==> config.mk <==
export PLATFORM = sky130hd
export DESIGN_NAME = via6522_lite
export DESIGN_NICKNAME = d
export VERILOG_FILES = /design/src/rtl/via6522_lite_pkg.sv /design/src/rtl/via6522_lite_timer16.sv /design/src/rtl/via6522_lite.sv
export SDC_FILE = /design/constraint.sdc
export NUM_CORES = 1
export LEC_CHECK = 0
export BUFFER_PORTS_ARGS = -buffer_cell sky130_fd_sc_hd__buf_2
export CAP_MARGIN = 20
export CORE_ASPECT_RATIO = 1.25
export CORE_MARGIN = 2
export CORE_UTILIZATION = 54
export CTS_CLUSTER_SIZE = 30
export DETAILED_ROUTE_END_ITERATION = 8
export MAX_ROUTING_LAYER = met4
export PLACE_DENSITY = 0.81
export SYNTH_ARGS = -nofsm -noshare
export SYNTH_HDL_FRONTEND = slang
export SYNTH_HIERARCHICAL = 1
export SYNTH_SLANG_ARGS = --single-unit
==> constraint.sdc <==
create_clock -name clk -period 2.6 [get_ports clk]
set_clock_uncertainty 0.2 [all_clocks]
set_input_delay 0.13 -clock clk [delete_from_list [all_inputs] [get_ports clk]]
set_output_delay 0.13 -clock clk [all_outputs]
set_load 0.05 [all_outputs]
==> src/rtl/via6522_lite_pkg.sv <==
// Shared constants for the reduced 6522 VIA: register map, IFR bit positions, ACR/PCR bits.
package via6522_lite_pkg;

    localparam int unsigned DATA_W = 8;
    localparam int unsigned ADDR_W = 4;
    localparam int unsigned CNT_W  = 16;

    localparam logic [ADDR_W-1:0] VIA_ORB    = 4'h0;
    localparam logic [ADDR_W-1:0] VIA_ORA    = 4'h1;
    localparam logic [ADDR_W-1:0] VIA_DDRB   = 4'h2;
    localparam logic [ADDR_W-1:0] VIA_DDRA   = 4'h3;
    localparam logic [ADDR_W-1:0] VIA_T1CL   = 4'h4;
    localparam logic [ADDR_W-1:0] VIA_T1CH   = 4'h5;
    localparam logic [ADDR_W-1:0] VIA_T1LL   = 4'h6;
    localparam logic [ADDR_W-1:0] VIA_T1LH   = 4'h7;
    localparam logic [ADDR_W-1:0] VIA_T2CL   = 4'h8;
    localparam logic [ADDR_W-1:0] VIA_T2CH   = 4'h9;
    localparam logic [ADDR_W-1:0] VIA_SR     = 4'hA;
    localparam logic [ADDR_W-1:0] VIA_ACR    = 4'hB;
    localparam logic [ADDR_W-1:0] VIA_PCR    = 4'hC;
    localparam logic [ADDR_W-1:0] VIA_IFR    = 4'hD;
    localparam logic [ADDR_W-1:0] VIA_IER    = 4'hE;
    localparam logic [ADDR_W-1:0] VIA_ORA_NH = 4'hF;

    localparam int unsigned IFR_CA1 = 1;
    localparam int unsigned IFR_T2  = 5;
    localparam int unsigned IFR_T1  = 6;
    localparam logic [6:0]  IFR_IMPL_MASK = 7'b110_0010;

    localparam int unsigned ACR_T1_CONT = 6;
    localparam int unsigned ACR_T1_PB7  = 7;
    localparam int unsigned PCR_CA1_POS = 0;

    // Per-bit port readback: driven bits return the output register, inputs return the pin.
    function automatic logic [DATA_W-1:0] port_read(input logic [DATA_W-1:0] ddr,
                                                    input logic [DATA_W-1:0] orv,
                                                    input logic [DATA_W-1:0] pins);
        return (ddr & orv) | (~ddr & pins);
    endfunction

endpackage

==> src/rtl/via6522_lite_timer16.sv <==
// 16-bit down counter with reload latch; fires on 0000->FFFF while armed.
module via6522_lite_timer16
    import via6522_lite_pkg::*;
(
    input  logic              clk,
    input  logic              reset_n,
    input  logic              wr_latch_lo,
    input  logic              wr_latch_hi,
    input  logic              load,
    input  logic              continuous,
    input  logic [DATA_W-1:0] data,
    input  logic              rd_latch,
    output logic [CNT_W-1:0]  rd_value,
    output logic              fire_c
);

    logic [CNT_W-1:0] count;
    logic [CNT_W-1:0] latch;
    logic             armed;
    logic             reload_pend;
    logic             underflow_c;

    // A load or pending reload replaces the decrement, so neither can underflow.
    assign underflow_c = (count == '0) && !load && !reload_pend;
    assign fire_c      = underflow_c && armed;
    assign rd_value    = rd_latch ? latch : count;

    always_ff @(posedge clk or negedge reset_n) begin
        if (!reset_n) begin
            count       <= '1;
            latch       <= '1;
            armed       <= 1'b0;
            reload_pend <= 1'b0;
        end else begin
            if (wr_latch_lo) latch[7:0] <= data;
            if (wr_latch_hi || load) latch[15:8] <= data;

            if (load)             count <= {data, latch[7:0]};
            else if (reload_pend) count <= latch;
            else                  count <= count - CNT_W'(1);

            // Continuous mode spends one extra clk at FFFF before reloading.
            reload_pend <= fire_c && continuous;

            if (load)                           armed <= 1'b1;
            else if (fire_c && !continuous)     armed <= 1'b0;
        end
    end

endmodule

==> src/rtl/via6522_lite.sv <==
// Reduced 6522 VIA: ports A/B with DDRs, T1/T2, CA1 edge flag, IFR/IER, active-low IRQ.
module via6522_lite
    import via6522_lite_pkg::*;
#(
    parameter logic [7:0] SR_READ_VALUE = 8'h00,
    parameter logic [7:0] PCR_RESET     = 8'h00
) (
    input  logic       clk,
    input  logic       reset_n,
    input  logic       cs,
    input  logic       rnw,
    input  logic [3:0] addr,
    input  logic [7:0] din,
    output logic [7:0] dout,
    output logic       irq_n,
    input  logic [7:0] pa_in,
    output logic [7:0] pa_out,
    output logic [7:0] pa_oe,
    input  logic [7:0] pb_in,
    output logic [7:0] pb_out,
    output logic [7:0] pb_oe,
    input  logic       ca1
);

    logic [7:0] ora, orb, ddra, ddrb, acr, pcr;
    logic [6:0] ifr, ier, ifr_next;
    logic [6:0] ifr_set, soft_clr, hard_clr;
    logic       pb7_level, ca1_s1, ca1_s2, ca1_edge, irq;
    logic       wr_en, rd_en;
    logic       t1_fire, t2_fire;
    logic [15:0] t1_value, t2_value;

    assign wr_en = cs && !rnw;
    assign rd_en = cs && rnw;

    via6522_lite_timer16 u_t1 (
        .clk        (clk),
        .reset_n    (reset_n),
        .wr_latch_lo(wr_en && (addr == VIA_T1CL || addr == VIA_T1LL)),
        .wr_latch_hi(wr_en && addr == VIA_T1LH),
        .load       (wr_en && addr == VIA_T1CH),
        .continuous (acr[ACR_T1_CONT]),
        .data       (din),
        .rd_latch   (addr == VIA_T1LL || addr == VIA_T1LH),
        .rd_value   (t1_value),
        .fire_c     (t1_fire)
    );

    via6522_lite_timer16 u_t2 (
        .clk        (clk),
        .reset_n    (reset_n),
        .wr_latch_lo(wr_en && addr == VIA_T2CL),
        .wr_latch_hi(1'b0),
        .load       (wr_en && addr == VIA_T2CH),
        .continuous (1'b0),
        .data       (din),
        .rd_latch   (1'b0),
        .rd_value   (t2_value),
        .fire_c     (t2_fire)
    );

    // Edge taken across the two synchroniser stages keeps pin-to-IFR latency at 2 clks.
    assign ca1_edge = pcr[PCR_CA1_POS] ? (ca1_s1 && !ca1_s2) : (!ca1_s1 && ca1_s2);

    // Read-type clears lose to a same-cycle event; T1CH/T2CH/IFR writes win over it.
    always_comb begin
        ifr_set  = '0;
        soft_clr = '0;
        hard_clr = '0;
        ifr_set[IFR_T1]  = t1_fire;
        ifr_set[IFR_T2]  = t2_fire;
        ifr_set[IFR_CA1] = ca1_edge;
        if (cs && (addr == VIA_ORB || addr == VIA_ORA)) soft_clr[IFR_CA1] = 1'b1;
        if (rd_en && addr == VIA_T1CL) soft_clr[IFR_T1] = 1'b1;
        if (rd_en && addr == VIA_T2CL) soft_clr[IFR_T2] = 1'b1;
        if (wr_en && addr == VIA_T1LH) soft_clr[IFR_T1] = 1'b1;
        if (wr_en && addr == VIA_T1CH) hard_clr[IFR_T1] = 1'b1;
        if (wr_en && addr == VIA_T2CH) hard_clr[IFR_T2] = 1'b1;
        if (wr_en && addr == VIA_IFR)  hard_clr = hard_clr | din[6:0];
        ifr_next = (((ifr & ~soft_clr) | ifr_set) & ~hard_clr) & IFR_IMPL_MASK;
    end

    always_ff @(posedge clk or negedge reset_n) begin
        if (!reset_n) begin
            ora       <= '0;
            orb       <= '0;
            ddra      <= '0;
            ddrb      <= '0;
            acr       <= '0;
            pcr       <= PCR_RESET;
            ier       <= '0;
            ifr       <= '0;
            pb7_level <= 1'b1;
            ca1_s1    <= 1'b0;
            ca1_s2    <= 1'b0;
        end else begin
            ca1_s1 <= ca1;
            ca1_s2 <= ca1_s1;
            ifr    <= ifr_next;

            if (wr_en && addr == VIA_T1CH) pb7_level <= 1'b0;
            else if (t1_fire)              pb7_level <= acr[ACR_T1_CONT] ? !pb7_level : 1'b1;

            if (wr_en) begin
                case (addr)
                    VIA_ORB:             orb  <= din;
                    VIA_ORA, VIA_ORA_NH: ora  <= din;
                    VIA_DDRB:            ddrb <= din;
                    VIA_DDRA:            ddra <= din;
                    VIA_ACR:             acr  <= din;
                    VIA_PCR:             pcr  <= din;
                    VIA_IER:             ier  <= din[7] ? (ier | din[6:0]) : (ier & ~din[6:0]);
                    default: ;
                endcase
            end
        end
    end

    assign irq    = |(ifr & ier);
    assign irq_n  = !irq;
    assign pa_out = ora;
    assign pa_oe  = ddra;
    assign pb_out = acr[ACR_T1_PB7] ? {pb7_level, orb[6:0]} : orb;
    assign pb_oe  = ddrb | {acr[ACR_T1_PB7], 7'b0};

    // Read mux is purely combinational from the current address and state.
    always_comb begin
        dout = '0;
        case (addr)
            VIA_ORB:             dout = port_read(ddrb, orb, pb_in);
            VIA_ORA, VIA_ORA_NH: dout = port_read(ddra, ora, pa_in);
            VIA_DDRB:            dout = ddrb;
            VIA_DDRA:            dout = ddra;
            VIA_T1CL, VIA_T1LL:  dout = t1_value[7:0];
            VIA_T1CH, VIA_T1LH:  dout = t1_value[15:8];
            VIA_T2CL:            dout = t2_value[7:0];
            VIA_T2CH:            dout = t2_value[15:8];
            VIA_SR:              dout = SR_READ_VALUE;
            VIA_ACR:             dout = acr;
            VIA_PCR:             dout = pcr;
            VIA_IFR:             dout = {irq, ifr};
            VIA_IER:             dout = {1'b1, ier};
            default:             dout = '0;
        endcase
    end

endmodule

# Yosys cells after proc, flatten, opt, wreduce, memory -nomap -nowiden
# Cells that the tools add are included.
# classes
add_sub_neg	2
eq_ne	15
n_mux	22
n_bitwise	19
n_reduce_logical	50
# ops
op	n
one-hot mux 8 bit (13 select lines)	1
two-way mux 16 bit	4
bitwise AND 8 bit	4
equality test 4 bit (second input constant)	8
zero test 16 bit	2
subtractor 16 x 1 -> 16 bit (second input constant)	2
bitwise AND 7 bit	4
OR 8 bit	3
inverter 7 bit	3
OR 7 bit	3
logical AND 1 bit	20
equality test 4 x 3 -> 1 bit (second input constant)	4
inverter 8 bit	2
two-way mux 1 bit	14
two-way mux 7 bit	2
AND reduction 2 bit	7
zero test 1 bit	9
equality test 4 x 2 -> 1 bit (second input constant)	2
two-way mux 8 bit	1
OR reduction 7 bit	1
nonzero test 2 bit	3
OR reduction 2 bit	3
equality test 4 x 1 -> 1 bit (second input constant)	1
zero test 4 bit	1
logical OR 1 bit	4
# word_totals
ff_bits	120
wordCells	127

# Depth between registers and ports, before layout
# Gate-level depths: netlist (run 1).
# logic_depth
ltp_word	10
ltp_mapped	12

# Hierarchy
# The synthesis (run 1) kept the hierarchy.
# modules_own_cells
mod	instances	cells_per_inst	area_each_um2
via6522_lite	1	347	3772.4
via6522_lite_timer16	2	169	1881.8

# Worst setup path after synthesis (run 1)
# No wires, ideal clock.
# synth_path
path_type	input to output
start	input addr[3]
end	output dout[5]
arrival_ns	2.742
required_ns	2.270
slack_ns	-0.472
path_stages	11
cell_sequence	buf_4 -> buf_4 -> nand2b_1 -> nor2_1 -> clkbuf_1 -> clkbuf_1 -> mux2_2 -> mux2_2 -> a32o_1 -> a21oi_1 -> a32oi_1
# synth_via
elab_chain_cells	4
# synth_lines
element	line_no	source
start, declared	via6522_lite.sv:12	input logic [3:0] addr,
equality test 4 x 3 -> 1 bit	via6522_lite.sv:44	.rd_latch (addr == VIA_T1LL || addr == VIA_T1LH),
logical OR 1 bit (*)	via6522_lite.sv:44	
two-way mux 16 bit (*)	via6522_lite_timer16.sv:26	assign rd_value = rd_latch ? latch : count;
named net t1_value[13]	via6522_lite.sv:31	logic [15:0] t1_value, t2_value;
one-hot mux 8 bit (13 select lines) (*)	via6522_lite.sv:129	case (addr)
end, declared	via6522_lite.sv:14	output logic [7:0] dout,
# The timed path passes the listed nets; every way through them passes the cells marked *.

# Worst setup path after layout (run 1)
# layout_path
start	register u_t2.count[1]
end	output dout[1]
# layout_via
elab_chain_cells	1
# layout_lines
element	line_no	source
start, declared	via6522_lite_timer16.sv:17	logic [CNT_W-1:0] count;
start signal, assigned	via6522_lite_timer16.sv:38	if (load) count <= {data, latch[7:0]};
start signal, assigned	via6522_lite_timer16.sv:39	else if (reload_pend) count <= latch;
start signal, assigned	via6522_lite_timer16.sv:40	else count <= count - CNT_W'(1);
one-hot mux 8 bit (13 select lines)	via6522_lite.sv:129	
# No other way between the ends.

==> flow_summary.toml, run 1 <==
[global_route]
grtUsageTotal = 0.327
grt_antenna_before_repair = 0
grt_pass1_vias = 6356
grt_max_degree = 55
grt_remaining_overflow = 0
grt_pass1_wl_um = 35500

[setup_path]
crit_chain = "inv_1 > o21ai_0 > mux2i_1 > o22ai_1 > a221oi_1 > a22oi_2 > clkbuf_4"
crit_path_max_incr_delay_ns = 0.57
crit_required_ns = 2.27
crit_arrival_ns = 2.22
crit_type = "register to output port"
cp-end-kind = "output port"
critical_path.startpoint_type = "register"
worstPathMaxFanout = 3
cp_top_family = "compound AO/OA/AOI/OAI gates"
crit_buf_inv = 2
cp_slowest_cell = "dfstp_2"

[die]
die_h_um = 136
die_w_um = 110
dieArea_um2 = 14900
io_pins = 74
initial_core_util = 0.548
rows = 48
core_um2 = 13800

[timing]
finalMaxSlewViolations = 0
tightest_slew_ns = 0.792
slew_headroom = 0.472
fmax_ghz = 0.392
hold_violations = 0
period_share = 0.982
setup_total_negative_slack_ns = 0
layout_min_cycle_time_ns = 2.55
hold_slack_ns = 0.0399
setup_viol = 0

[power]
cellPowerDensity_nw_per_um2 = 943
irDropWorstVdd_v = 0.000668
power_mw = 8.51
p_clk_frac = 0.320
seqPwrFrac = 0.399
swShare = 0.347
p_int_mw = 5.56
leakage_nw = 3.68
switchingPower_mw = 2.95
comb_power_share = 0.282

[synth]
synth_edf_count = 0
ys.flop_type = "dfstp_2"
netlist_area_um2 = 7540
synth_seq_cells = 129
ys_types = 72
yosysWarnings = 6
synthArstFlopShare = 1.00
syn_inst = 685
ys_seq_area_frac = 0.439
avgSynthCellArea_um2 = 11.0

[cells_and_area]
drive_gt1_frac = 0.457
nets = 807
seq_area_um2 = 3310
multi_input_area_um2 = 4010
fillers = 956
finalNonFillerCells = 960
insertedDiodeCount = 0
syn_to_final_growth_pct = 19.7

[drt]
finalWirelength_um = 22500
via_per_inst = 6.45
route.detailed.drc = 0
wl_per_cell_um = 23.4
drtIter0Drc = 560
ant_nets = 0
dr.pass1.iters = 5
vias = 6193

[worst_hold_path]
hp-class = "input port to register"

[clock_network]
cts_tree = "done"
clk_pin_slew_ns = 0.06
cts_root_buf = "clkbuf_16"
cts_made_buffers = 17
insertion_delay_ns = 0.42
h-tree-depth = 4
cts.sink_count = 129
cts_setup_buffers = 0
cts.path.max_buffers = 2

[placement]
gp_congestion = 0.939
dpl.hpwl_um = 15300
io_buffers = 73
placed_cells = 918

[job]
drv_cap = 0

[run_status]
status = "completed"
## synthesized netlist by cell type, types with 13 or more instances
cell type	instances	area, um^2
nor2_1	25	93.8
inv_1	14	52.6
mux2i_1	16	160
a22oi_1	19	143
nand4_1	13	81.3
nand3_1	17	85.1
clkbuf_1	18	67.6
nor2b_1	14	87.6
dfrtp_1	64	1600
o21ai_0	30	150
mux2_2	119	1340
nand2_1	53	199
dfstp_2	65	1710
buf_4	19	143
## worst paths after layout
path | startpoint | end | slack (ns) | depth (start not counted)
hold reg to reg | ca1_s1 | ca1_s2 | 0.23 | 0
hold / removal | din[5] | register | 0.04 | 3
setup reg to reg | u_t1/count[1] | pb7_level | 0.38 | 9
min in group asynchronous | reset_n | orb[1] | 0.12 | 2
setup / recovery | u_t2/count[1] | dout[1] | 0.05 | 7
max in group asynchronous | reset_n | u_t2/latch[7] | 1.30 | 3
## repair_timing
action                                  4_1_cts  5_1_grt
endpoints found under the hold margin        28        0
gates resized for setup                       5       14
hold buffers                                 10        0
pin swaps                                     0        1
endpoints found under the setup margin        1        7
## power by group through the flow
stage | combinational (mW) | clock, mW | sequential, mW
finish | 2.40 | 2.72 | 3.39
global route | 2.56 | 2.81 | 3.46
CTS | 2.36 | 2.73 | 3.37
detailed placement | 2.32 | 0 | 3.39
global placement | 2.27 | 0 | 3.35
floorplan | 1.63 | 0 | 3.40
## routing by layer
metal	wire [um]	global-route usage
met3	1610	0.0714
met1	8680	0.401
met4	854	0.150
met5	0	-
met2	11400	0.516
## per-stage QoR
stage               utilization  setup WS [ns]  instance area (um^2)
floorplan                     -         -0.295                  7630
global placement          0.597          0.108                  8210
detailed placement        0.597         0.0606                  8210
CTS                       0.654        0.00638                  9000
global route              0.656        -0.0170                  9020
finish                    0.656         0.0466                  9020
## sequential cells by signal, summed over array words and instances, names as in the netlist, named ones only
signal,flops
ddrb,8
u_t2/armed,1
pa_oe,8
u_t1/count,16
u_t1/reload_pend,1
pa_out,8
u_t2/reload_pend,1
orb,8
ca1_s2,1
u_t2/latch,16
ifr,3
pcr,8
acr,8
ca1_s1,1
u_t1/armed,1
u_t1/latch,16
pb7_level,1
u_t2/count,16
## final cells by class
| class | instances | share of cell area |
|---|---|---|
| Inverter | 14 | 0.00583 |
| Clock inverter | 13 | 0.0258 |
| Multi-Input combinational cell | 495 | 0.445 |
| Sequential cell | 129 | 0.367 |
| Tap cell | 175 | 0.0243 |
| Timing Repair Buffer | 115 | 0.0845 |
| Clock buffer | 19 | 0.0480 |
## cells by family after synthesis
family / Yosys count / synth area share
AND/OR/NAND/NOR: 206 / 0.168
multiplexers: 138 / 0.205
flip-flops: 129 / 0.439
AO/OA/AOI/OAI: 127 / 0.119
buffers and inverters: 64 / 0.0440
XOR/XNOR: 18 / 0.0209
adder cells (fa/ha/maj): 2 / 0.00332
other: 1 / 0.000498
## layout by cell type, fill, tap and decap left out, types with 7 or more instances in the layout
master,instances
nand2_1,53
nor2_1,24
dfstp_2,65
a21oi_1,7
mux2i_1,15
nand2b_1,12
nand4_1,13
nor3_1,9
dlygate4sd3_1,10
o21ai_1,14
dfrtp_1,64
xnor2_1,8
mux2_2,119
and3_1,7
nor2b_1,13
buf_2,67
clkbuf_16,17
xor2_1,10
nand3_1,17
buf_4,32
inv_1,14
a22oi_1,17
o21ai_0,26
## worst reg2reg max path, delay by kind of cell (launching register included)
family                   cells  cell delay (ns)
flip-flops                   1             0.38
AND/OR/NAND/NOR              6             1.20
AO/OA/AOI/OAI                1             0.10
buffers and inverters        1             0.09
adder cells (fa/ha/maj)      1             0.20
No activity file was read; power rests on OpenSTA's default activity.
==> inputs of run 2 (changes only) <==
MAX_ROUTING_LAYER = default   (was met4)
==> flow_summary.toml, run 2 (synthesized netlist as in run 1, its figures left out) <==
[run_status]
status = "completed"

[die]
dieArea_um2 = 14900
rows = 48
initial_core_util = 0.548
die_w_um = 110
io_pins = 74
core_um2 = 13800
die_h_um = 136

[job]
drv_cap = 0

[cells_and_area]
insertedDiodeCount = 0
nets = 804
fillers = 968
drive_gt1_frac = 0.457
syn_to_final_growth_pct = 17.7
fin_util = 0.645
fin_area_um2 = 8870
mostFrequentLayoutCells = "mux2_2, buf_2, dfstp_2"
final_common_cell = "mux2_2"

[timing]
rsz0062_at_grt = "no"
hold_slack_ns = 0.0203
setup_viol = 0
fmax_ghz = 0.394
period_share = 0.975
finalMaxSlewViolations = 0
slew_headroom = 0.474
setup_total_negative_slack_ns = 0
setup_slack_ns = 0.0641
hold_violations = 0
layout_min_cycle_time_ns = 2.54
tightest_slew_ns = 0.786

[global_route]
grt_pass1_vias = 6388
grt_pass1_wl_um = 35200
grt_max_degree = 53
grtUsageTotal = 0.315
grt_remaining_overflow = 0
grt_antenna_before_repair = 0

[setup_path]
crit_arrival_ns = 2.21
reg2regPathDepth = 8
reg2reg_to = "ifr[6]"
crit_type = "register to output port"
worstPathMaxFanout = 6
crit_path_max_incr_delay_ns = 0.60
reg2reg_slack_ns = 0.35
crit_buf_inv = 1
cp_top_family = "flip-flops"
critical_path.startpoint_type = "register"
crit_chain = "mux2_2 > nor2b_2 > o21ai_0 > o311ai_2 > a2bb2oi_4 > buf_4"
cp_num_cells = 6
crit_required_ns = 2.27
cp_slowest_cell = "dfstp_2"
worstReg2RegStart = "u_t1/count[0]"
cp-end-kind = "output port"

[clock_network]
cts.sink_count = 129
h-tree-depth = 4
cts_made_buffers = 17
cts_setup_buffers = 0
cts.path.max_buffers = 2
cts_tree = "done"
cts_root_buf = "clkbuf_16"
clk_pin_slew_ns = 0.05
insertion_delay_ns = 0.41

[worst_hold_path]
hold_start = "din[3]"
holdPathStages = 3
hp-class = "input port to register"

[placement]
dpl.hpwl_um = 15800
place_ws_ns = 0.178
io_buffers = 73
dpl_cell_area_um2 = 8200
gp_congestion = 0.926

[drt]
dr.pass1.iters = 5
drtIter0Drc = 461
vias = 6245
wl_per_cell_um = 23.3
ant_nets = 0
via_per_inst = 6.53
route.detailed.drc = 0
finalWirelength_um = 22200

[power]
irDropWorstVdd_v = 0.000574
cellPowerDensity_nw_per_um2 = 914
leakage_nw = 3.61
-- run 2: changes by cell type in the layout (fill, tap and decap cells not counted), sizes merged --
cell | before | now
clkinvlp | 3 | 6
bufinv | 6 | 2
inv | 16 | 14
clkbuf | 21 | 18
buf | 103 | 104
clkinv | 2 | 6
dlygate4sd3 | 10 | 7
-- run 2: area by class of cell --
class	count	area [um^2]	share of cell area
clock buffers	17	425	0.0480
clock inverters	14	144	0.0162
flip-flops and latches	129	3310	0.373
multi-input cells	495	4010	0.452
well taps	175	219	0.0247
repair buffers	112	713	0.0804
inverters	14	52.6	0.00592
-- run 2: per-stage QoR --
step	cells	total power, mW
detailed placement	918	5.73
global route	956	8.43
CTS	956	8.07
finish	956	8.11
global placement	918	5.62
floorplan	688	5.03
-- run 2: worst min-delay path, stage by stage --
cell	delay (ns)
buf_2	0.22
nand2_1	0.10
mux2_2	0.14
-- run 2: per-layer routing --
metal | global-route usage | vias up | share of wire
met1 | 0.382 | 3134 | 0.38
met2 | 0.527 | 326 | 0.51
met5 | 0 | - | 0
met3 | 0.0561 | 75 | 0.064
li1 | - | 2710 | -
met4 | 0.167 | 0 | 0.047
-- run 2: worst max path at each step --
stage / start / to / slack [ns]
floorplan: register / dout[7] / -0.29
global placement: u_t2/count[7] / dout[7] / 0.16
detailed placement: addr[3] / dout[2] / 0.18
CTS: u_t2/count[4] / dout[4] / 0.02
global route: u_t2/count[4] / dout[4] / 0.02
finish: u_t2/count[7] / dout[7] / 0.06
-- run 2: what timing repair did --
item                                    4_1_cts  5_1_grt
endpoints found under the setup margin        3        3
hold buffers                                  7        0
hold endpoints to repair                     63        0
resized for setup                             7        5
-- run 2: where the power goes --
part	internal (mW)	switching, mW	total (mW)	leakage, nW
logic	1.01	1.38	2.40	1.86
registers	2.73	0.665	3.40	1.50
clock network	1.40	0.913	2.31	0.258
total	5.14	2.96	8.11	3.61
